$ cat config.mk
export PLATFORM = sky130hd
export DESIGN_NAME = regfile_wb_arbiter
export DESIGN_NICKNAME = d
export VERILOG_FILES = /design/src/rtl/regfile_wb_arbiter.sv
export SDC_FILE = /design/constraint.sdc
export NUM_CORES = 1
export LEC_CHECK = 0
export CAP_MARGIN = 20
export CORE_ASPECT_RATIO = 1.5
export CORE_MARGIN = 1
export CORE_UTILIZATION = 49
export DETAILED_ROUTE_END_ITERATION = 12
export PLACE_DENSITY = 0.95
export SKIP_CTS_REPAIR_TIMING = 1
export SLEW_MARGIN = 40
export SYNTH_ARGS = -nofsm -noshare
export SYNTH_HDL_FRONTEND = slang
export SYNTH_SLANG_ARGS = --single-unit
$ cat constraint.sdc
create_clock -name clk -period 3.5 [get_ports clk]
set_clock_uncertainty 0.05 [all_clocks]
set_input_delay 0.7 -clock clk [delete_from_list [all_inputs] [get_ports clk]]
set_output_delay 0.7 -clock clk [all_outputs]
set_load 0.02 [all_outputs]
$ cat src/rtl/regfile_wb_arbiter.sv
// Round-robin arbiter that shares the register bank's single write port between
// the execute and load/store writeback paths, plus a per-register busy scoreboard.
module regfile_wb_arbiter #(
  parameter int WIDTH = 32,
  parameter int DEPTH = 32,
  localparam int AW = $clog2(DEPTH)
) (
  input  logic             clk,
  input  logic             rst,
  input  logic             WB0_VALID,
  output logic             WB0_READY,
  input  logic [AW-1:0]    WB0_ADDR,
  input  logic [WIDTH-1:0] WB0_DATA,
  input  logic             WB1_VALID,
  output logic             WB1_READY,
  input  logic [AW-1:0]    WB1_ADDR,
  input  logic [WIDTH-1:0] WB1_DATA,
  output logic             REGWRITE,
  output logic [AW-1:0]    ADR_WR_REG,
  output logic [WIDTH-1:0] WR_DATA,
  input  logic             SB_SET,
  input  logic [AW-1:0]    SB_SET_ADDR,
  input  logic [AW-1:0]    ADR_REG1,
  input  logic [AW-1:0]    ADR_REG2,
  output logic             BUSY1,
  output logic             BUSY2,
  output logic             GRANT_LAST
);

  logic             grant_last;
  logic [DEPTH-1:0] busy;
  logic [DEPTH-1:0] busy_nxt;
  logic             ready0;
  logic             ready1;
  logic             xfer;
  logic [AW-1:0]    win_addr;
  logic [WIDTH-1:0] win_data;

  // Grant depends only on the VALIDs and the last winner, never on ADDR/DATA.
  // NOTE: every output of a combinational block gets a default first so no latch is inferred.
  always_comb begin
    ready0 = 1'b0;
    ready1 = 1'b0;
    if (rst) begin
      if (WB0_VALID && WB1_VALID) begin
        ready0 = grant_last;
        ready1 = !grant_last;
      end else begin
        ready0 = WB0_VALID;
        ready1 = WB1_VALID;
      end
    end
  end

  assign WB0_READY  = ready0;
  assign WB1_READY  = ready1;
  assign GRANT_LAST = grant_last;
  assign xfer       = ready0 | ready1;
  assign win_addr   = ready1 ? WB1_ADDR : WB0_ADDR;
  assign win_data   = ready1 ? WB1_DATA : WB0_DATA;

  // Clear for the committing register first, then a new issue to it re-sets it.
  always_comb begin
    busy_nxt = busy;
    if (xfer && (win_addr != '0)) busy_nxt[win_addr] = 1'b0;
    if (SB_SET && (SB_SET_ADDR != '0)) busy_nxt[SB_SET_ADDR] = 1'b1;
  end

  assign BUSY1 = busy[ADR_REG1];
  assign BUSY2 = busy[ADR_REG2];

  // NOTE: sequential state uses non-blocking assignments so every flop samples pre-edge values.
  always_ff @(posedge clk or negedge rst) begin
    if (!rst) begin
      grant_last <= 1'b1;
      busy       <= '0;
      REGWRITE   <= 1'b0;
      ADR_WR_REG <= '0;
      WR_DATA    <= '0;
    end else begin
      busy     <= busy_nxt;
      REGWRITE <= xfer && (win_addr != '0);
      if (xfer) begin
        grant_last <= ready1;
        ADR_WR_REG <= win_addr;
        WR_DATA    <= win_data;
      end
    end
  end

endmodule

==> run metrics, run 1 <==
status=finished clean; DP HPWL=9806 µm; ys async rst share=100.0%; relative slew slack=49.81%; RSZ-0062 raised after global routing=no; top cells by area, synth=dfrtp_1 (44%), nand2_1 (14%), mux2i_1 (8.1%), a31oi_1 (6.0%), nor2_1 (4.4%); vias in the first global route=4351; Worst Path Max Fanout=16; synthesized area=3978 µm²; LEAKAGE=2.492 nW; Comb pwr share=27.4%; drt total wl=13220 µm; worst-margin pin slew=0.7495 ns; Final Critical Period=3.220 ns; CTS Buf Count=9; Switching Fraction=30.79%; Filler cells=529; Internal Power=1.973 mW; Setup violations, final=0; Hold Vio Cnt, Final=0; register bit total from synthesis=71; Initial Util=51.27%; number of nets in the layout=714; die height=112.3 µm; RePlAce Congestion=1.091; input/output buffers=136; via count=4289; ANT nets after route=0; Mapped Cells=486; Boundary Pins=137; VDD IR max=0.3454 mV; Synth top area share=44.04%; Slew Limit Fails=0; Post-synth EDFFs=0; area leader, netlist=dfrtp_1; period utilization=91.99%; Max Cap Viol=0; Max Buffers Root-to-Sink=2; Seq/Total Area, Yosys=44.70%; Critical Path AT=2.47 ns; syn avg cell area=8.184 µm²; CTS tree=yes; Core Region=7759 µm²; Worst setup EP type=output port; fmax=310.6 MHz; global-route wire length before repair=21630 µm; DR vias/cell=5.900; min setup slack post-route=0.2804 ns; sequential share of power=39.6%; H-tree depth=3; top_reg_cell synth=dfrtp_1; initial antenna violation count=0; TNS Setup=0 ns; area overhead of the layout relative to synthesis=45.71%; Setup WS pre-CTS=0.01530 ns; DR DRC count=0; CP Data Required Time=2.75 ns; Tightest Hold Check Type=input pin to async pin; Clock Power Share=33.0%; DRT Pass-1 Iters=5; Rows=39; ratio of cells with drive above 1 in the final layout=5.120%; Cell variety after synth=42; syn nets=580; clk_lat worst skew=0.33 ns; Sw Pwr=878.0 µW; die area=8489 µm²; Setup CP Type=input pin to output port; pin count of the biggest net entering global routing=71; Tot GR Track Use=34.94%; Starting DRT DRC Count=525; CTS sink cnt=71; Die Wd=75.57 µm; n_diodes=0; CTS Root Cell=clkbuf_16; most frequent cells in the layout=nand2_1 (148), clkdlybuf4s50_1 (133), dfrtp_1 (70), nor2_1 (46), a31oi_1 (38); power per cell area=492.0 nW/µm²; YS warnings=0; CP Launch Type=input pin; total gr overflow=0; commonest non-fill, non-tap cell in the layout=nand2_1; Avg WL per Cell=18.18 µm; Clock transition at path regs=0.05 ns
metal layers:
layer | vias to the layer above | track usage (%) | share of wire, %
met2 | 250 | 59.11 | 53
met1 | 1995 | 38.55 | 35
met5 | - | 0 | 0
met4 | 0 | 16.91 | 4.0
li1 | 1984 | - | -
met3 | 60 | 10.95 | 7.4
kinds of logic (layout without fill, tap and decap cells):
logic type	after synthesis	in the layout	share of synthesized area (%)
buffers and inverters	33	172	3.460
and+or+nand+nor	233	233	24.57
muxes	32	32	8.053
AOI/OAI and AO/OA	117	117	19.22
DFF	71	71	44.70
path summary, 6_finish.rpt:
path	from	end	slack, ns	cells after the start
setup / recovery	ADR_REG2[1]	BUSY2	0.28	8
hold / removal	rst	WR_DATA[29]$_DFFE_PN0P_	0.23	1
setup reg to reg	GRANT_LAST$_DFFE_PN1P_	busy[10]$_DFF_PN0_	1.34	6
hold reg to reg	busy[0]$_DFF_PN0_	busy[0]$_DFF_PN0_	0.40	0
max in group asynchronous	rst	busy[23]$_DFF_PN0_	2.26	3
min in group clk	busy[0]$_DFF_PN0_	busy[0]$_DFF_PN0_	0.40	0
cell type report:
cell class / count / area [µm²] / area share, %
multi-input combinational: 382 / 2069 / 35.71
inverter: 10 / 37.54 / 0.6477
tap: 102 / 127.6 / 2.202
sequential: 71 / 1778 / 30.68
timing repair buffer: 146 / 1476 / 25.48
clock inverter: 4 / 70.07 / 1.209
clock buffer: 12 / 236.5 / 4.080
cell usage after synthesis, types with 2 or more instances:
cell,n
a2111oi_0,4
nand2_1,148
a22oi_1,8
buf_1,2
nand2b_1,3
and2_1,4
dfrtp_1,70
a211oi_1,6
inv_1,9
a41oi_1,4
o21ai_1,7
nand3_1,9
clkbuf_1,12
mux2i_1,32
o211ai_1,3
o2111a_1,2
a311o_1,2
nor3_1,4
nand4b_1,2
nor2_1,47
buf_2,8
a21oi_1,7
a31oi_1,38
nor2b_1,7
and3_1,3
o21ai_0,29
flip-flops by register name (all words and copies together), names as in the netlist:
name / count
ADR_WR_REG: 5
GRANT_LAST: 1
WR_DATA: 32
busy: 32
REGWRITE: 1
worst max-delay path, cell delays in order:
cell             delay (ns)
clkdlybuf4s50_1        0.51
buf_12                 0.18
mux2i_1                0.22
a22oi_1                0.12
nand4b_1               0.14
a21oi_1                0.05
a311o_1                0.34
dlymetal6s2s_1         0.22
power groups by stage:
| stage | clock network (mW) | logic (mW) | registers (mW) |
|---|---|---|---|
| 2_1_floorplan | 0 | 0.328 | 1.15 |
| 3_5_place_dp | 0 | 0.769 | 1.13 |
| 6_report | 0.940 | 0.783 | 1.13 |
| 5_1_grt | 0.985 | 0.846 | 1.16 |
| 4_1_cts | 0.949 | 0.776 | 1.11 |
| 3_3_place_gp | 0 | 0.736 | 1.12 |
through the flow:
stage                     hold WS (ns)  area, µm²  power [mW]  cells  utilization, %
final                           0.2270       5796       2.851    727           74.70
after global routing            0.2291       5796       2.989    727           74.70
after CTS                       0.2092       5771       2.836    726           74.38
after detailed placement        0.3826       5464       1.894    710           70.42
after global placement          0.3855       5464       1.857    710           70.42
after floorplan                 0.3544       3978       1.477    486               -
Note: power is estimated with default switching activity, not from simulation.
==> run 2, diff against run 1 <==
- ABC_CLOCK_PERIOD_IN_PS: unset -> 3500
==> results of run 2 <==
The final DEF is identical to that of run 1; final timing and power are the same.
